--- config.mk ---
export PLATFORM = sky130hd
export DESIGN_NAME = mem_req_master
export DESIGN_NICKNAME = d
export VERILOG_FILES = /design/src/rtl/mem_req_master.sv
export SDC_FILE = /design/constraint.sdc
export NUM_CORES = 1
export LEC_CHECK = 0
export CORE_MARGIN = 2
export CORE_UTILIZATION = 52
export DETAILED_ROUTE_END_ITERATION = 8
export GPL_TIMING_DRIVEN = 1
export PLACE_DENSITY = 0.84
export SYNTH_ARGS = -nofsm -noshare
export SYNTH_HDL_FRONTEND = slang
export SYNTH_SLANG_ARGS = --single-unit
export TNS_END_PERCENT = 50
--- constraint.sdc ---
create_clock -name clk -period 5.8 [get_ports clk]
set_clock_uncertainty 0.1 [all_clocks]
set_input_delay 0.58 -clock clk [delete_from_list [all_inputs] [get_ports clk]]
set_output_delay 0.58 -clock clk [all_outputs]
set_load 0.03 [all_outputs]
--- src/rtl/mem_req_master.sv ---
// Request master for a synchronous single-port RAM: queues CPU word requests in a
// small FIFO and issues them one at a time, returning read data with a done pulse.
module mem_req_master #(
   parameter int AW       = 9,
   parameter int DW       = 32,
   parameter int DEPTH    = 2,
   parameter int READ_LAT = 1
) (
   input  logic          clk,
   input  logic          clear_n,
   input  logic          cpu_req,
   input  logic          cpu_we,
   input  logic [AW-1:0] cpu_addr,
   input  logic [DW-1:0] cpu_wdata,
   output logic          cpu_ready,
   output logic          cpu_done,
   output logic          cpu_done_rd,
   output logic [DW-1:0] cpu_rdata,
   output logic          mem_read,
   output logic          mem_write,
   output logic [AW-1:0] mem_addr,
   output logic [DW-1:0] mem_wdata,
   input  logic [DW-1:0] mem_rdata,
   output logic [1:0]    fsm_state   // 0=IDLE 1=ISSUE 2=WAIT
);

   localparam int PW = (DEPTH > 1) ? $clog2(DEPTH) : 1;
   localparam int CW = $clog2(DEPTH + 1);
   localparam int LW = (READ_LAT > 1) ? $clog2(READ_LAT) : 1;
   localparam logic [CW-1:0] FULL = CW'(DEPTH);

   typedef enum logic [1:0] {IDLE = 2'd0, ISSUE = 2'd1, WAIT = 2'd2} state_t;

   // Handshake: a request is taken on a rising edge where cpu_req and cpu_ready are both 1.
   state_t        state;
   logic [CW-1:0] count;
   logic [CW-1:0] count_next;
   logic [PW-1:0] wr_ptr;
   logic [PW-1:0] rd_ptr;
   logic [LW-1:0] wait_cnt;
   logic          push;
   logic          pop;

   logic          fifo_we   [DEPTH];
   logic [AW-1:0] fifo_addr [DEPTH];
   logic [DW-1:0] fifo_data [DEPTH];

   assign push      = cpu_req & cpu_ready;
   assign pop       = (state == IDLE) && (count != '0);
   assign fsm_state = state;

   always_comb begin
      count_next = count;
      if (push && !pop)
         count_next = count + 1'b1;
      else if (!push && pop)
         count_next = count - 1'b1;
   end

   // Storage needs no reset: entries are only read once count says they are valid.
   always_ff @(posedge clk) begin
      if (push) begin
         fifo_we[wr_ptr]   <= cpu_we;
         fifo_addr[wr_ptr] <= cpu_addr;
         fifo_data[wr_ptr] <= cpu_wdata;
      end
   end

   always_ff @(posedge clk or negedge clear_n) begin
      if (!clear_n) begin
         state       <= IDLE;
         count       <= '0;
         wr_ptr      <= '0;
         rd_ptr      <= '0;
         wait_cnt    <= '0;
         cpu_ready   <= 1'b1;
         cpu_done    <= 1'b0;
         cpu_done_rd <= 1'b0;
         cpu_rdata   <= '0;
         mem_read    <= 1'b0;
         mem_write   <= 1'b0;
         mem_addr    <= '0;
         mem_wdata   <= '0;
      end else begin
         count       <= count_next;
         cpu_ready   <= (count_next != FULL);
         cpu_done    <= 1'b0;
         cpu_done_rd <= 1'b0;
         if (push)
            wr_ptr <= wr_ptr + 1'b1;
         case (state)
            IDLE: begin
               if (count != '0) begin
                  rd_ptr    <= rd_ptr + 1'b1;
                  mem_addr  <= fifo_addr[rd_ptr];
                  mem_wdata <= fifo_data[rd_ptr];
                  mem_read  <= ~fifo_we[rd_ptr];
                  mem_write <= fifo_we[rd_ptr];
                  state     <= ISSUE;
               end
            end
            ISSUE: begin
               // The strobe itself tells which kind of op is in flight.
               mem_read  <= 1'b0;
               mem_write <= 1'b0;
               if (mem_write) begin
                  cpu_done <= 1'b1;
                  state    <= IDLE;
               end else begin
                  wait_cnt <= LW'(READ_LAT - 1);
                  state    <= WAIT;
               end
            end
            WAIT: begin
               if (wait_cnt == '0) begin
                  cpu_rdata   <= mem_rdata;
                  cpu_done    <= 1'b1;
                  cpu_done_rd <= 1'b1;
                  state       <= IDLE;
               end else begin
                  wait_cnt <= wait_cnt - 1'b1;
               end
            end
            default: state <= IDLE;
         endcase
      end
   end

endmodule
==> flow_summary.html, run 1 <==
<table>
<tr><th>Metric</th><th>Value</th></tr>
<tr><th colspan="2">Die</th></tr>
<tr><td>Chip height</td><td>113 um</td></tr>
<tr><td>I/O Pins</td><td>157</td></tr>
<tr><td>Horiz. Die Dim</td><td>113 um</td></tr>
<tr><td>Number of rows created at floorplan</td><td>39</td></tr>
<tr><td>Floorplan Core Area</td><td>11500 um2</td></tr>
<tr><td>Initial core utilization</td><td>0.537</td></tr>
<tr><td>Total Die Area</td><td>12800 um2</td></tr>
<tr><th colspan="2">Cells and area</th></tr>
<tr><td>Count of filler cells inserted in the layout</td><td>732</td></tr>
<tr><td>Area used by multi-input combinational logic</td><td>1430 um2</td></tr>
<tr><td>Final std cell area, no fill</td><td>8470 um2</td></tr>
<tr><td>Final core utilization</td><td>0.736</td></tr>
<tr><td>Area of all sequential standard cells</td><td>4630 um2</td></tr>
<tr><td>Area delta synth-&gt;final</td><td>37.0%</td></tr>
<tr><td>Fraction of layout cells with a size suffix above 1</td><td>0.135</td></tr>
<tr><td>Final net count</td><td>624</td></tr>
<tr><td>Filler-free cell count of the finished design</td><td>698</td></tr>
<tr><td>Diode count</td><td>0</td></tr>
<tr><th colspan="2">Worst setup path</th></tr>
<tr><td>Top Family by Delay on Critical Path</td><td>buffers and inverters</td></tr>
<tr><td>WP data required</td><td>5.12 ns</td></tr>
<tr><td>Number of buffers and inverters on the critical path</td><td>1</td></tr>
<tr><td>Critical-path cell list</td><td>clkdlybuf4s50_1</td></tr>
<tr><td>Depth of the worst register-to-register path</td><td>5</td></tr>
<tr><td>CP max stage delay</td><td>0.68 ns</td></tr>
<tr><td>Stages on the worst setup path</td><td>1</td></tr>
<tr><td>Setup CP Type</td><td>reg -&gt; out</td></tr>
<tr><td>Startpoint types</td><td>register</td></tr>
<tr><td>Arrival @ worst endpoint</td><td>1.65 ns</td></tr>
<tr><td>Critical Path Slowest Stage Cell</td><td>sky130_fd_sc_hd__clkdlybuf4s50_1</td></tr>
<tr><td>Worst setup EP type</td><td>output pin</td></tr>
<tr><td>Critical path fanouts, max</td><td>4</td></tr>
<tr><th colspan="2">Drt</th></tr>
<tr><td>Final ANT Viol Nets</td><td>0</td></tr>
<tr><td>Violation count after the first detailed-routing iteration</td><td>233</td></tr>
<tr><td>Average routed wire per standard cell</td><td>17.1 um</td></tr>
<tr><td>DRT Pass-1 Iters</td><td>7</td></tr>
<tr><td>Total Routed Length</td><td>11900 um</td></tr>
<tr><td>Total vias in the final route</td><td>3633</td></tr>
<tr><td>Ratio of routed vias to standard cells</td><td>5.20</td></tr>
<tr><td>Number of design rule violations left after detail routing</td><td>17</td></tr>
<tr><th colspan="2">Timing</th></tr>
<tr><td>Transition at the pin with the smallest max-transition slack</td><td>1.06 ns</td></tr>
<tr><td>Final critical path time including I/O delays and setup</td><td>2.33 ns</td></tr>
<tr><td>Number of hold-slack violations in the final timing report</td><td>0</td></tr>
<tr><td>Sum Neg Setup Slack</td><td>0 ns</td></tr>
<tr><td>Slew Limit Fails</td><td>0</td></tr>
<tr><td>Fmax</td><td>429 MHz</td></tr>
<tr><td>Period utilisation layout</td><td>0.402</td></tr>
<tr><td>Setup repair after global routing missed its margin</td><td>false</td></tr>
<tr><td>Relative slew margins</td><td>0.294</td></tr>
<tr><td>Total of endpoints with negative setup slack in the final report</td><td>0</td></tr>
<tr><th colspan="2">Yosys</th></tr>
<tr><td>Count of unique library cells instantiated by Yosys</td><td>31</td></tr>
<tr><td>Post-synthesis instance area</td><td>6180 um2</td></tr>
<tr><td>Net count after synthesis</td><td>464</td></tr>
<tr><td>Proportion of register bits with asynchronous set or reset after synthesis</td><td>0.500</td></tr>
<tr><td>Number of warning messages in the yosys log</td><td>0</td></tr>
<tr><td>Cell with the most instances after synthesis</td><td>sky130_fd_sc_hd__edfxtp_1</td></tr>
<tr><td>Leading register cell type out of synthesis</td><td>sky130_fd_sc_hd__edfxtp_1</td></tr>
<tr><td>Sequential share of the synthesized area</td><td>0.748</td></tr>
<tr><td>Post-synthesis average cell area</td><td>16.2 um2</td></tr>
<tr><td>Number of flops mapped to enable cells by yosys</td><td>84</td></tr>
<tr><td>Area share of the largest cell type after synthesis</td><td>0.408</td></tr>
<tr><td>Most common library cells after synthesis</td><td>84 x sky130_fd_sc_hd__edfxtp_1, 83 x sky130_fd_sc_hd__dfrtp_1, 46 x sky130_fd_sc_hd__nand2_1, 43 x sky130_fd_sc_hd__o21ai_0, 42 x sky130_fd_sc_hd__mux2i_1</td></tr>
<tr><td>FF+latch count, synth</td><td>168</td></tr>
<tr><td>Yosys top cell by area</td><td>sky130_fd_sc_hd__edfxtp_1</td></tr>
<tr><td>Cells after Synth</td><td>382</td></tr>
<tr><td>Synth top area cells</td><td>sky130_fd_sc_hd__edfxtp_1 41%, sky130_fd_sc_hd__dfrtp_1 34%, sky130_fd_sc_hd__mux2i_1 6.8%</td></tr>
<tr><th colspan="2">GRT</th></tr>
<tr><td>Vias in the first global route</td><td>3857</td></tr>
<tr><td>Antenna violations before repair</td><td>0</td></tr>
<tr><td>Sum of overflow across all layers after global routing</td><td>0</td></tr>
<tr><td>Wire length of the first global-routing pass</td><td>19100 um</td></tr>
<tr><td>Pin count of the biggest net entering global routing</td><td>87</td></tr>
<tr><td>Gr usage total</td><td>0.194</td></tr>
<tr><th colspan="2">Placement</th></tr>
<tr><td>Placed instance count</td><td>666</td></tr>
<tr><td>HPWL Detailed</td><td>7510 um</td></tr>
<tr><td>Routability-driven placement congestion ratio</td><td>0.791</td></tr>
<tr><td>DP Area</td><td>7830 um2</td></tr>
<tr><td>Port Buffer Count</td><td>156</td></tr>
<tr><th colspan="2">Power</th></tr>
<tr><td>Peak ir drop on the vdd network</td><td>343 uV</td></tr>
<tr><td>Pleak</td><td>0.00337 uW</td></tr>
<tr><td>PwrDens</td><td>616 nW/um2</td></tr>
<tr><th colspan="2">Flow run</th></tr>
<tr><td>MaxCap Viol Count</td><td>0</td></tr>
<tr><th colspan="2">Clock network</th></tr>
<tr><td>Clock sink count</td><td>168</td></tr>
<tr><td>Post-cts hold buffer count</td><td>0</td></tr>
<tr><td>Clock tree from TritonCTS</td><td>done</td></tr>
<tr><td>Clock tree root driver cell</td><td>sky130_fd_sc_hd__clkbuf_16</td></tr>
<tr><td>CTS H-Tree Depth</td><td>4</td></tr>
<tr><td>TritonCTS Buffers</td><td>17</td></tr>
<tr><td>Skew-Pair Late Insertion Delay</td><td>0.41 ns</td></tr>
<tr><td>Number of cells upsized or downsized after cts</td><td>0</td></tr>
<tr><td>Number of post-CTS setup repair buffers</td><td>0</td></tr>
<tr><td>Bufs on Longest Clock Path</td><td>2</td></tr>
<tr><td>Clock-pin slew of the registers on the worst-case setup and hold paths</td><td>0.07 ns</td></tr>
<tr><th colspan="2">Status</th></tr>
<tr><td>Failing checks</td><td>DRC</td></tr>
<tr><td>Run status</td><td>finished with violations</td></tr>
<tr><th colspan="2">Worst hold path</th></tr>
<tr><td>Tightest Hold Check Type</td><td>in -&gt; async</td></tr>
</table>
cell usage in the layout (no fill, tap or decap), drive strengths merged, types with 2 or more instances in the layout:
cell / netlist / layout
a21oi: 2 / 2
a22o: 3 / 3
buf: 12 / 4
bufinv: 0 / 4
clkbuf: 6 / 18
clkdlybuf4s50: 0 / 155
clkinv: 0 / 4
dfrtp: 83 / 83
edfxtp: 84 / 84
ha: 5 / 5
inv: 4 / 9
mux2: 32 / 32
mux2i: 42 / 42
nand2: 46 / 46
nor2: 4 / 4
nor3: 2 / 2
o21ai: 43 / 43
xnor2: 4 / 4
sequential cells by signal, summed over array words and instances (netlist names):
signal       flops
rd_ptr           1
cpu_done         1
fifo_we          2
cpu_done_rd      1
mem_addr         9
wr_ptr           1
mem_write        1
mem_read         1
fsm_state        2
fifo_addr       18
count            2
mem_wdata       32
cpu_ready        1
fifo_data       64
cpu_rdata       32
path summary, 6_finish.rpt:
path / startpoint / endpoint / slack (ns)
worst max-delay path: cpu_ready / cpu_ready / 3.47
worst min-delay path: clear_n / cpu_rdata[3] / 0.26
worst max register to register: fsm_state[0] / cpu_ready / 3.72
worst min register to register: mem_wdata[4] / mem_wdata[4] / 0.38
max in group asynchronous: clear_n / rd_ptr / 4.61
min in group clk: mem_wdata[4] / mem_wdata[4] / 0.38
cells by family after synthesis:
family | count (synthesis) | synth area share
flops | 168 | 0.748
xor+xnor | 4 | 0.00688
fa+ha+maj | 5 | 0.0101
mux | 74 | 0.126
buf+inv | 22 | 0.0227
simple gates | 58 | 0.0401
compound gates | 51 | 0.0461
power breakdown:
part / total [uW] / internal (uW) / switching, uW
combinational: 2090 / 885 / 1210
sequential: 1920 / 1710 / 214
clock: 1210 / 736 / 472
total: 5220 / 3330 / 1890
worst reg2reg max path, stage by stage, from the launching register on:
cell	delay (ns)
sky130_fd_sc_hd__dfrtp_1	0.40
sky130_fd_sc_hd__inv_1	0.14
sky130_fd_sc_hd__ha_1	0.31
sky130_fd_sc_hd__nand2b_4	0.46
sky130_fd_sc_hd__nor4b_1	0.51
sky130_fd_sc_hd__a211oi_1	0.08
stage by stage:
step                hold slack, ns  total power [uW]  worst slack, ns
finish                       0.264              5220             3.47
global route                 0.353              5490             3.42
CTS                          0.297              5290             3.44
detailed placement           0.371              4050             3.28
global placement             0.360              3970             3.32
floorplan                    0.184              3270             2.62
final cells by class:
cell class              instances  share of cell area
clock buffers                  18              0.0506
clock inverters                14              0.0253
inverters                       4             0.00177
multi-input cells             192               0.168
flip-flops and latches        168               0.546
well taps                     143              0.0211
repair buffers                159               0.187
layer usage:
| metal | global-route usage | wire length, um | up-vias |
|---|---|---|---|
| met4 | 0.0610 | 148 | 0 |
| met2 | 0.334 | 5990 | 156 |
| met1 | 0.234 | 4750 | 1758 |
| met3 | 0.0648 | 1030 | 16 |
| li1 | - | - | 1703 |
| met5 | 0 | 0 | - |
Note: power is estimated with default switching activity, not from simulation.
==> inputs of run 2 (changes only) <==
--- a/config.mk
+++ b/config.mk
@@ -6,10 +6,10 @@
 export NUM_CORES = 1
 export LEC_CHECK = 0
 export CORE_MARGIN = 2
-export CORE_UTILIZATION = 52
+export CORE_UTILIZATION = 49
 export DETAILED_ROUTE_END_ITERATION = 8
 export GPL_TIMING_DRIVEN = 1
-export PLACE_DENSITY = 0.84
+export PLACE_DENSITY = 0.8
 export SYNTH_ARGS = -nofsm -noshare
 export SYNTH_HDL_FRONTEND = slang
 export SYNTH_SLANG_ARGS = --single-unit
==> constraint.sdc (replaced) <==
create_clock -name clk -period 2.33 [get_ports clk]
set_clock_uncertainty 0.1 [all_clocks]
set_input_delay 0.233 -clock clk [delete_from_list [all_inputs] [get_ports clk]]
set_output_delay 0.233 -clock clk [all_outputs]
set_load 0.03 [all_outputs]
==> flow_summary.html, run 2 (synthesis gave the netlist of run 1 again) <==
<table>
<tr><th>Metric</th><th>Value</th></tr>
<tr><th colspan="2">Power</th></tr>
<tr><td>Peak ir drop on the vdd network</td><td>827 uV (+140%)</td></tr>
<tr><td>Internal power contribution</td><td>8350 uW (+150%)</td></tr>
<tr><td>Combinational share of power</td><td>0.410 (+0.009)</td></tr>
<tr><td>Clock group share of total power</td><td>0.223 (-0.008)</td></tr>
<tr><td>PwrDens</td><td>1520 nW/um2 (+150%)</td></tr>
<tr><td>Switching fraction of total power</td><td>0.359 (-0.00389)</td></tr>
<tr><td>Post-layout power</td><td>13000 uW (+150%)</td></tr>
<tr><td>Switching power</td><td>4670 uW (+150%)</td></tr>
<tr><td>Pleak</td><td>0.00340 uW (+0.77%)</td></tr>
<tr><td>Share of power burned in registers</td><td>0.367 (about the same)</td></tr>
<tr><th colspan="2">Drt</th></tr>
<tr><td>Ratio of routed vias to standard cells</td><td>4.95 (-5.0%)</td></tr>
<tr><td>Final ANT Viol Nets</td><td>0 (unchanged)</td></tr>
<tr><td>Average routed wire per standard cell</td><td>16.4 um (-4.2%)</td></tr>
<tr><td>Total vias in the final route</td><td>3615 (-0.50%)</td></tr>
<tr><td>Violation count after the first detailed-routing iteration</td><td>138 (-41%)</td></tr>
<tr><td>Total Routed Length</td><td>12000 um (+0.34%)</td></tr>
<tr><td>DRT Pass-1 Iters</td><td>4 (-3)</td></tr>
<tr><td>Number of design rule violations left after detail routing</td><td>0 (-17)</td></tr>
<tr><th colspan="2">Timing</th></tr>
<tr><td>Transition at the pin with the smallest max-transition slack</td><td>0.501 ns (-0.558 ns)</td></tr>
<tr><td>Number of hold-slack violations in the final timing report</td><td>0 (unchanged)</td></tr>
<tr><td>Setup ws final</td><td>0.340 ns (-3.13 ns)</td></tr>
<tr><td>Final critical path time including I/O delays and setup</td><td>1.99 ns</td></tr>
<tr><td>Slew Limit Fails</td><td>0 (unchanged)</td></tr>
<tr><td>Relative slew margins</td><td>0.666 (+0.372)</td></tr>
<tr><td>Setup repair after global routing missed its margin</td><td>false</td></tr>
<tr><td>Fmax</td><td>503 MHz</td></tr>
<tr><td>Period utilisation layout</td><td>0.854</td></tr>
<tr><td>Sum Neg Setup Slack</td><td>0 ns (unchanged)</td></tr>
<tr><td>Total of endpoints with negative setup slack in the final report</td><td>0 (unchanged)</td></tr>
<tr><td>Worst hold slack after final layout</td><td>0.214 ns (-0.0496 ns)</td></tr>
<tr><th colspan="2">Worst setup path</th></tr>
<tr><td>Startpoint types</td><td>register</td></tr>
<tr><td>Number of buffers and inverters on the critical path</td><td>1 (unchanged)</td></tr>
<tr><td>WP data required</td><td>2.00 ns (-3.12 ns)</td></tr>
<tr><td>Flop2flop setup slack</td><td>0.42 ns (-3.30 ns)</td></tr>
<tr><td>Arrival @ worst endpoint</td><td>1.66 ns (about the same)</td></tr>
<tr><td>CP max stage delay</td><td>0.68 ns (about the same)</td></tr>
<tr><td>Reg2reg start</td><td>count[0]</td></tr>
<tr><td>Top Family by Delay on Critical Path</td><td>buffers and inverters</td></tr>
<tr><td>Worst Setup SP</td><td>cpu_ready</td></tr>
<tr><td>Critical-path cell list</td><td>clkdlybuf4s50_1</td></tr>
<tr><td>Setup CP Type</td><td>reg -&gt; out</td></tr>
<tr><td>Critical Path Slowest Stage Cell</td><td>sky130_fd_sc_hd__clkdlybuf4s50_1</td></tr>
<tr><td>Critical path fanouts, max</td><td>4 (unchanged)</td></tr>
<tr><td>Worst setup EP type</td><td>output pin</td></tr>
<tr><th colspan="2">Cells and area</th></tr>
<tr><td>Area delta synth-&gt;final</td><td>38.9%</td></tr>
<tr><td>Most frequent standard cell in the layout excluding fill and tap cells</td><td>sky130_fd_sc_hd__clkdlybuf4s50_1</td></tr>
<tr><td>Final net count</td><td>628 (+0.64%)</td></tr>
<tr><td>Register bank with the most flops</td><td>fifo_data</td></tr>
<tr><td>Number of flip-flops under the largest register name</td><td>64 (unchanged)</td></tr>
<tr><td>Count of filler cells inserted in the layout</td><td>865 (+18%)</td></tr>
<tr><td>Fraction of layout cells with a size suffix above 1</td><td>0.134 (-0.000967)</td></tr>
<tr><td>Diode count</td><td>0 (unchanged)</td></tr>
<tr><td>Area used by multi-input combinational logic</td><td>1430 um2 (unchanged)</td></tr>
<tr><td>Top flop regs</td><td>fifo_data: 64 flops, cpu_rdata: 32 flops, mem_wdata: 32 flops</td></tr>
<tr><td>Area of all sequential standard cells</td><td>4630 um2 (unchanged)</td></tr>
<tr><td>Highest-count cells in the layout ignoring fill and taps</td><td>155 x sky130_fd_sc_hd__clkdlybuf4s50_1, 84 x sky130_fd_sc_hd__edfxtp_1, 82 x sky130_fd_sc_hd__dfrtp_1, 46 x sky130_fd_sc_hd__nand2_1, 43 x sky130_fd_sc_hd__o21ai_0</td></tr>
<tr><td>Final core utilization</td><td>0.689 (-0.0467)</td></tr>
<tr><th colspan="2">Placement</th></tr>
<tr><td>Port Buffer Count</td><td>156 (unchanged)</td></tr>
<tr><td>Post-Place Setup Slack</td><td>0.438 ns (-2.84 ns)</td></tr>
<tr><td>Routability-driven placement congestion ratio</td><td>0.731 (-7.6%)</td></tr>
<tr><td>HPWL Detailed</td><td>7950 um (+5.9%)</td></tr>
<tr><th colspan="2">Clock network</th></tr>
<tr><td>CTS H-Tree Depth</td><td>4 (unchanged)</td></tr>
<tr><td>Clock sink count</td><td>168 (unchanged)</td></tr>
<tr><td>TritonCTS Buffers</td><td>17 (unchanged)</td></tr>
<tr><td>Clock-pin slew of the registers on the worst-case setup and hold paths</td><td>0.06 ns (about the same)</td></tr>
<tr><td>Clock tree root driver cell</td><td>sky130_fd_sc_hd__clkbuf_16</td></tr>
<tr><td>Skew-Pair Late Insertion Delay</td><td>0.42 ns (about the same)</td></tr>
<tr><td>Number of post-CTS setup repair buffers</td><td>0 (unchanged)</td></tr>
<tr><td>Clock tree from TritonCTS</td><td>done</td></tr>
<tr><td>Bufs on Longest Clock Path</td><td>2 (unchanged)</td></tr>
<tr><th colspan="2">Status</th></tr>
<tr><td>Run status</td><td>completed</td></tr>
<tr><th colspan="2">Die</th></tr>
<tr><td>Total Die Area</td><td>13500 um2 (+5.9%)</td></tr>
<tr><td>Number of rows created at floorplan</td><td>41 (+5.1%)</td></tr>
<tr><td>Initial core utilization</td><td>0.496 (-0.0409)</td></tr>
<tr><td>Horiz. Die Dim</td><td>116 um (+2.9%)</td></tr>
<tr><td>Chip height</td><td>116 um (+2.9%)</td></tr>
<tr><td>Floorplan Core Area</td><td>12500 um2 (+8.2%)</td></tr>
<tr><td>I/O Pins</td><td>157 (unchanged)</td></tr>
<tr><th colspan="2">Worst hold path</th></tr>
<tr><td>Tightest Hold Check Type</td><td>in -&gt; async</td></tr>
<tr><th colspan="2">GRT</th></tr>
<tr><td>Gr usage total</td><td>0.185 (-0.00928)</td></tr>
<tr><td>Vias in the first global route</td><td>3794 (-1.6%)</td></tr>
<tr><td>Pin count of the biggest net entering global routing</td><td>51 (-41%)</td></tr>
<tr><td>Wire length of the first global-routing pass</td><td>18500 um (-2.7%)</td></tr>
<tr><td>Antenna violations before repair</td><td>0 (unchanged)</td></tr>
<tr><td>Sum of overflow across all layers after global routing</td><td>0 (unchanged)</td></tr>
<tr><th colspan="2">Flow run</th></tr>
<tr><td>MaxCap Viol Count</td><td>0 (unchanged)</td></tr>
</table>
-- run 2: changes by cell type in the layout (fill, tap and decap cells not counted), sizes merged --
cell / before / now
inv: 9 / 6
bufinv: 4 / 3
buf: 4 / 7
clkbuf: 18 / 22
dlygate4sd3: 0 / 1
clkinv: 4 / 3
clkinvlp: 1 / 2
-- run 2: area by class of cell --
type,count,share of cell area
tap,172,0.0251
sequential,168,0.539
multi-input combinational,192,0.166
timing repair buffer,163,0.197
clock inverter,10,0.0163
clock buffer,22,0.0554
inverter,4,0.00175
-- run 2: path summary, 6_finish.rpt --
path / endpoint / cells after the start
worst min register to register: mem_wdata[7] / 2
max in group asynchronous: cpu_ready / 3
worst max-delay path: cpu_ready / 1
min in group clk: fifo_data[1][22] / 1
worst min-delay path: cpu_rdata[3] / 2
worst max register to register: mem_wdata[28] / 6
-- run 2: per-stage QoR --
step	cells	instance area, um2
2_1_floorplan	382	6190
3_3_place_gp	698	7960
3_5_place_dp	698	7960
4_1_cts	731	8590
5_1_grt	731	8590
6_report	731	8590
-- run 2: what timing repair did --
action	4_1_cts	5_1_grt
hold buffers	1	0
gates resized for setup	0	0
setup endpoints to repair	0	0
hold endpoints to repair	34	0
-- run 2: power groups by stage --
stage / logic (uW) / clock network (uW) / registers [uW]
2_1_floorplan: 2070 / 0 / 6070
3_3_place_gp: 5240 / 0 / 4780
3_5_place_dp: 5400 / 0 / 4840
4_1_cts: 5410 / 2970 / 4800
5_1_grt: 5750 / 3110 / 4900
6_report: 5330 / 2900 / 4780
-- run 2: per-layer routing --
layer	vias to the layer above	share of wire	GRT usage
met2	135	0.50	0.316
li1	1711	-	-
met4	0	0.011	0.0746
met3	13	0.078	0.0638
met1	1756	0.41	0.214
met5	-	0	0
==> inputs of run 3 (changes only) <==
--- a/config.mk
+++ b/config.mk
@@ -6,10 +6,10 @@
 export NUM_CORES = 1
 export LEC_CHECK = 0
 export CORE_MARGIN = 2
-export CORE_UTILIZATION = 49
+export CORE_UTILIZATION = 45
 export DETAILED_ROUTE_END_ITERATION = 8
 export GPL_TIMING_DRIVEN = 1
-export PLACE_DENSITY = 0.8
+export PLACE_DENSITY = 0.74
 export SYNTH_ARGS = -nofsm -noshare
 export SYNTH_HDL_FRONTEND = slang
 export SYNTH_SLANG_ARGS = --single-unit
==> flow_summary.html, run 3 (synthesis gave the netlist of run 1 again) <==
<table>
<tr><th>Metric</th><th>Value</th></tr>
<tr><th colspan="2">Status</th></tr>
<tr><td>Run status</td><td>completed</td></tr>
<tr><th colspan="2">Power</th></tr>
<tr><td>Peak ir drop on the vdd network</td><td>804 uV (-2.8%)</td></tr>
<tr><td>Clock group share of total power</td><td>0.223 (about the same)</td></tr>
<tr><td>Internal power contribution</td><td>8360 uW (+0.20%)</td></tr>
<tr><td>Share of power burned in registers</td><td>0.369 (+0.002)</td></tr>
<tr><td>Switching power</td><td>4660 uW (-0.27%)</td></tr>
<tr><td>PwrDens</td><td>1520 nW/um2 (about the same)</td></tr>
<tr><td>Combinational share of power</td><td>0.408 (-0.002)</td></tr>
<tr><td>Switching fraction of total power</td><td>0.358 (-0.00109)</td></tr>
<tr><td>Pleak</td><td>0.00340 uW (-0.11%)</td></tr>
<tr><th colspan="2">Die</th></tr>
<tr><td>Number of rows created at floorplan</td><td>42 (+2.4%)</td></tr>
<tr><td>Horiz. Die Dim</td><td>121 um (+4.2%)</td></tr>
<tr><td>Initial core utilization</td><td>0.463 (-0.0328)</td></tr>
<tr><td>Chip height</td><td>121 um (+4.2%)</td></tr>
<tr><td>I/O Pins</td><td>157 (unchanged)</td></tr>
<tr><td>Total Die Area</td><td>14700 um2 (+8.6%)</td></tr>
<tr><td>Floorplan Core Area</td><td>13300 um2 (+7.1%)</td></tr>
<tr><th colspan="2">Cells and area</th></tr>
<tr><td>Filler-free cell count of the finished design</td><td>736 (+0.68%)</td></tr>
<tr><td>Diode count</td><td>0 (unchanged)</td></tr>
<tr><td>Final std cell area, no fill</td><td>8590 um2 (about the same)</td></tr>
<tr><td>Fraction of layout cells with a size suffix above 1</td><td>0.136 (+0.00155)</td></tr>
<tr><td>Final net count</td><td>629 (+0.16%)</td></tr>
<tr><td>Most frequent standard cell in the layout excluding fill and tap cells</td><td>sky130_fd_sc_hd__clkdlybuf4s50_1</td></tr>
<tr><td>Area delta synth-&gt;final</td><td>38.9% (about the same)</td></tr>
<tr><td>Register bank with the most flops</td><td>fifo_data</td></tr>
<tr><td>Count of filler cells inserted in the layout</td><td>975 (+13%)</td></tr>
<tr><td>Area of all sequential standard cells</td><td>4630 um2 (unchanged)</td></tr>
<tr><td>Number of flip-flops under the largest register name</td><td>64 (unchanged)</td></tr>
<tr><td>Area used by multi-input combinational logic</td><td>1430 um2 (unchanged)</td></tr>
<tr><td>Top flop regs</td><td>fifo_data: 64 flops, cpu_rdata: 32 flops, mem_wdata: 32 flops</td></tr>
<tr><td>Highest-count cells in the layout ignoring fill and taps</td><td>155 x sky130_fd_sc_hd__clkdlybuf4s50_1, 84 x sky130_fd_sc_hd__edfxtp_1, 82 x sky130_fd_sc_hd__dfrtp_1, 46 x sky130_fd_sc_hd__nand2_1, 43 x sky130_fd_sc_hd__o21ai_0</td></tr>
<tr><th colspan="2">Drt</th></tr>
<tr><td>Total vias in the final route</td><td>3600 (-0.41%)</td></tr>
<tr><td>Ratio of routed vias to standard cells</td><td>4.89 (-1.1%)</td></tr>
<tr><td>DRT Pass-1 Iters</td><td>4 (unchanged)</td></tr>
<tr><td>Final ANT Viol Nets</td><td>0 (unchanged)</td></tr>
<tr><td>Total Routed Length</td><td>12000 um (+0.10%)</td></tr>
<tr><td>Number of design rule violations left after detail routing</td><td>0 (unchanged)</td></tr>
<tr><td>Average routed wire per standard cell</td><td>16.3 um (-0.58%)</td></tr>
<tr><td>Violation count after the first detailed-routing iteration</td><td>137 (-0.72%)</td></tr>
<tr><th colspan="2">Clock network</th></tr>
<tr><td>Skew-Pair Late Insertion Delay</td><td>0.42 ns (about the same)</td></tr>
<tr><td>Clock sink count</td><td>168 (unchanged)</td></tr>
<tr><td>Number of post-CTS setup repair buffers</td><td>0 (unchanged)</td></tr>
<tr><td>Post-cts hold buffer count</td><td>1 (unchanged)</td></tr>
<tr><td>Clock tree from TritonCTS</td><td>done</td></tr>
<tr><td>Number of cells upsized or downsized after cts</td><td>0 (unchanged)</td></tr>
<tr><td>Bufs on Longest Clock Path</td><td>2 (unchanged)</td></tr>
<tr><td>CTS H-Tree Depth</td><td>4 (unchanged)</td></tr>
<tr><td>Clock tree root driver cell</td><td>sky130_fd_sc_hd__clkbuf_16</td></tr>
<tr><td>TritonCTS Buffers</td><td>17 (unchanged)</td></tr>
<tr><td>Clock-pin slew of the registers on the worst-case setup and hold paths</td><td>0.06 ns (about the same)</td></tr>
<tr><th colspan="2">GRT</th></tr>
<tr><td>Sum of overflow across all layers after global routing</td><td>0 (unchanged)</td></tr>
<tr><td>Global-route met2 utilization</td><td>0.282 (-0.0343)</td></tr>
<tr><td>Antenna violations before repair</td><td>0 (unchanged)</td></tr>
<tr><td>Gr usage total</td><td>0.175 (-0.0101)</td></tr>
<tr><td>Wire length of the first global-routing pass</td><td>19200 um (+3.5%)</td></tr>
<tr><td>Pin count of the biggest net entering global routing</td><td>47 (-7.8%)</td></tr>
<tr><td>Fraction of met1 tracks used by global routing</td><td>0.217 (+0.00253)</td></tr>
<tr><td>Vias in the first global route</td><td>3706 (-2.3%)</td></tr>
<tr><td>Met3 track demand over resource</td><td>0.0611 (-0.00274)</td></tr>
<tr><td>Busiest grt layer</td><td>met2</td></tr>
<tr><th colspan="2">Worst setup path</th></tr>
<tr><td>Startpoint types</td><td>register</td></tr>
<tr><td>Worst setup EP type</td><td>output pin</td></tr>
<tr><td>Critical-path cell list</td><td>clkdlybuf4s50_1</td></tr>
<tr><td>Number of buffers and inverters on the critical path</td><td>1 (unchanged)</td></tr>
<tr><td>Arrival @ worst endpoint</td><td>1.69 ns (+0.03 ns)</td></tr>
<tr><td>Critical path fanouts, max</td><td>4 (unchanged)</td></tr>
<tr><td>Setup CP Type</td><td>reg -&gt; out</td></tr>
<tr><td>Reg2reg start</td><td>fsm_state[0]</td></tr>
<tr><td>Critical Path Slowest Stage Cell</td><td>sky130_fd_sc_hd__clkdlybuf4s50_1</td></tr>
<tr><td>Depth of the worst register-to-register path</td><td>5 (-1)</td></tr>
<tr><td>CP max stage delay</td><td>0.71 ns (+0.03 ns)</td></tr>
<tr><td>Top Family by Delay on Critical Path</td><td>buffers and inverters</td></tr>
<tr><td>WP data required</td><td>2.00 ns (about the same)</td></tr>
<tr><td>Stages on the worst setup path</td><td>1 (unchanged)</td></tr>
<tr><td>Worst Setup SP</td><td>cpu_ready</td></tr>
<tr><th colspan="2">Timing</th></tr>
<tr><td>Final critical path time including I/O delays and setup</td><td>2.02 ns (+0.0300 ns)</td></tr>
<tr><td>Transition at the pin with the smallest max-transition slack</td><td>0.634 ns (+0.133 ns)</td></tr>
<tr><td>Setup repair after global routing missed its margin</td><td>false</td></tr>
<tr><td>Slew Limit Fails</td><td>0 (unchanged)</td></tr>
<tr><td>Period utilisation layout</td><td>0.867 (+0.0129)</td></tr>
<tr><td>Sum Neg Setup Slack</td><td>0 ns (unchanged)</td></tr>
<tr><td>Number of hold-slack violations in the final timing report</td><td>0 (unchanged)</td></tr>
<tr><td>Setup ws final</td><td>0.310 ns (-0.0300 ns)</td></tr>
<tr><td>Total of endpoints with negative setup slack in the final report</td><td>0 (unchanged)</td></tr>
<tr><td>Fmax</td><td>495 MHz (-1.5%)</td></tr>
<tr><td>Relative slew margins</td><td>0.577 (-0.0890)</td></tr>
<tr><th colspan="2">Placement</th></tr>
<tr><td>Routability-driven placement congestion ratio</td><td>0.748 (+2.3%)</td></tr>
<tr><td>Placed instance count</td><td>703 (+0.72%)</td></tr>
<tr><td>HPWL Detailed</td><td>8000 um (+0.57%)</td></tr>
<tr><td>DP Area</td><td>7960 um2 (unchanged)</td></tr>
<tr><td>Port Buffer Count</td><td>156 (unchanged)</td></tr>
<tr><td>Post-Place Setup Slack</td><td>0.296 ns (-0.142 ns)</td></tr>
<tr><th colspan="2">Worst hold path</th></tr>
<tr><td>Tightest Hold Check Type</td><td>in -&gt; async</td></tr>
<tr><th colspan="2">Flow run</th></tr>
<tr><td>MaxCap Viol Count</td><td>0 (unchanged)</td></tr>
</table>
==> run 3: area by class of cell <==
cell class / count / share of cell area
repair buffers: 164 / 0.196
inverters: 4 / 0.00175
clock inverters: 13 / 0.0204
clock buffers: 19 / 0.0516
well taps: 176 / 0.0256
multi-input cells: 192 / 0.166
flip-flops and latches: 168 / 0.539
==> run 3: stage by stage <==
step	util	hold slack, ns	power, uW
floorplan	-	-0.163	8140
global placement	0.597	0.198	10000
detailed placement	0.597	0.208	10200
CTS	0.644	0.274	13200
global route	0.644	0.283	13700
finish	0.644	0.285	13000
==> run 3: power groups by stage <==
stage          logic, uW  registers (uW)  clock network, uW
4_1_cts             5380            4830               2970
5_1_grt             5710            4940               3100
2_1_floorplan       2070            6070                  0
3_5_place_dp        5370            4860                  0
6_report            5310            4810               2900
3_3_place_gp        5230            4820                  0
==> run 3: per-layer routing <==
layer / wire length [um] / up-vias
met4: 190 / 0
met2: 5680 / 146
met1: 5120 / 1726
met3: 980 / 16
met5: 0 / -
li1: - / 1712
==> run 3: worst reg2reg max path: stages (launching register included) <==
cell and delay, ns:
sky130_fd_sc_hd__dfrtp_1 0.41, sky130_fd_sc_hd__inv_1 0.14, sky130_fd_sc_hd__ha_1 0.34, sky130_fd_sc_hd__nand2b_4 0.33
sky130_fd_sc_hd__nor4b_1 0.46, sky130_fd_sc_hd__a211oi_1 0.11
==> run 3: worst paths after layout <==
path,slack [ns],endpoint
worst max-delay path,0.31,cpu_ready
worst min-delay path,0.29,mem_wdata[6]
worst max register to register,0.36,cpu_ready
worst min register to register,0.37,mem_addr[8]
max in group asynchronous,1.22,cpu_rdata[28]
min in group clk,0.29,fifo_data[0][5]
==> patch, RTL diff (settings of run 2) <==
The parameter `READ_LAT` goes from 1 to 2.
--- a/src/rtl/mem_req_master.sv
+++ b/src/rtl/mem_req_master.sv
@@ -5,5 +5,5 @@
    parameter int DW       = 32,
    parameter int DEPTH    = 2,
-   parameter int READ_LAT = 1
+   parameter int READ_LAT = 2
 ) (
    input  logic          clk,
Function: changed (a bounded check fails within 10 cycles, from zero or initial values).
==> patch against run 2 <==
- sequential cell count grew 1
- synthesized cell count up 1.6%
- setup slack lost 0.0089 ns
- count of clock-buffer cells in the layout stayed put
- power is 0.71% higher
- final area increased by 2.1%
- routed wire length increased by 4.4%
- maximum frequency fell by 0.45%
- sequential share of layout area shrank 0.81 points
- sequential power grew 1%
- die area increased by 3.0%
- synthesized area up 3.1%
- critical path type unchanged
- largest power group unchanged
==> patch: results <==
pwr:
  vdd_ir_drop_max_mv: 0.784
  power.leakage_nw: 3.53
layout:
  final_layout_size_suffix_gt1_share_pct: 14.3
  design.final.nets: 637
  antenna_cells_inserted: 0
worst_setup_path:
  crit_path_max_fanout: 4
  endpoint: "cpu_ready"
  worst_r2r_path_depth: 5
  crit-reg2reg-launch: "fsm_state[0]"
  crit-reg2reg-capture: "cpu_rdata[0]"
drt:
  route.antenna.remaining_nets: 0
  residual_drc_count: 0
  drt_first_iter_violations: 230
  detail_route.vias_per_cell: 4.99
  drt-total-wl_mm: 12.5
grt:
  grt.total_usage_pct: 18.6
  grt_pass1_vias: 3812
  grt_first_pass_wirelength_mm: 20.0
logic_synthesis:
  async_reset_ff_share_pct: 50.3
  share_of_the_yosys_chip_area_belonging_to_registers_pct: 72.9
  synth_fp_nets: 470
  synth_edf_count: 84
  yosys.cell_types.count: 32
  ys_top_cells_by_count: "dfrtp_1 (84), edfxtp_1 (84), nand2_1 (46), o21ai_0 (44), mux2i_1 (42)"
  synthTopCellsByArea: "edfxtp_1 (40%), dfrtp_1 (33%), mux2_4 (6.6%), mux2i_1 (6.6%), o21ai_0 (3.5%)"
placed_design:
  dpl.hpwl_mm: 8.46
  place.port_buffers: 156
  gpl.final_weighted_congestion: 0.740
job:
  maxCapViolations: 0
worst_hold_path:
  hp-class: "in2async"
sta:
  slew_headroom_pct: 65.3
  hold_ws_ns: 0.228
clocking:
  cts-root-to-sink-buffers: 2
  ctsHoldBuffers: 1
outcome:
  run_status: "complete, no violations"
==> patch: layout make-up <==
class / count / area [um2]
multi-input combinational: 196 / 1570
inverter: 5 / 18.8
sequential: 169 / 4650
tap: 172 / 215
timing repair buffer: 166 / 1700
fill: 851 / 3900
clock inverter: 10 / 129
clock buffer: 22 / 485
==> patch: report_power, final <==
group	leakage [nW]	internal [mW]	switching, mW
clock	0.297	1.72	1.12
combinational	1.42	2.43	2.99
sequential	1.81	4.25	0.588
total	3.53	8.40	4.71
==> patch: kinds of logic after synthesis <==
family	after synthesis	synth area share (%)
AND/OR/NAND/NOR	59	3.98
buffers and inverters	23	2.77
multiplexers	74	13.9
XOR/XNOR	4	0.667
flip-flops	169	72.9
adder cells (fa/ha/maj)	5	0.981
AO/OA/AOI/OAI	54	4.81
==> patch: how the worst min path moves through the flow <==
stage	end	cells after the start
final	cpu_rdata[14]	2
after global routing	cpu_rdata[14]	2
after CTS	cpu_rdata[14]	2
after detailed placement	cpu_rdata[26]	1
after global placement	cpu_rdata[14]	1
after floorplan	count[0]	0
==> patch: through the flow <==
stage          cells  total power, mW  setup slack [ns]  area [um2]  utilization, %
3_5_place_dp     707             10.4             0.436        8140            64.3
4_1_cts          740             13.3             0.295        8770            69.2
5_1_grt          740             13.8             0.279        8770            69.2
2_1_floorplan    388             8.28            0.0954        6390               -
6_report         740             13.1             0.331        8770            69.2
3_3_place_gp     707             10.2             0.517        8140            64.3
==> patch: per-layer routing <==
metal | track usage, % | vias to the layer above | part of all wire [%]
met2 | 28.8 | 141 | 48
met4 | 5.20 | 0 | 0.77
met5 | 0 | - | 0
met3 | 6.54 | 10 | 6.4
met1 | 24.9 | 1804 | 45
li1 | - | 1741 | -
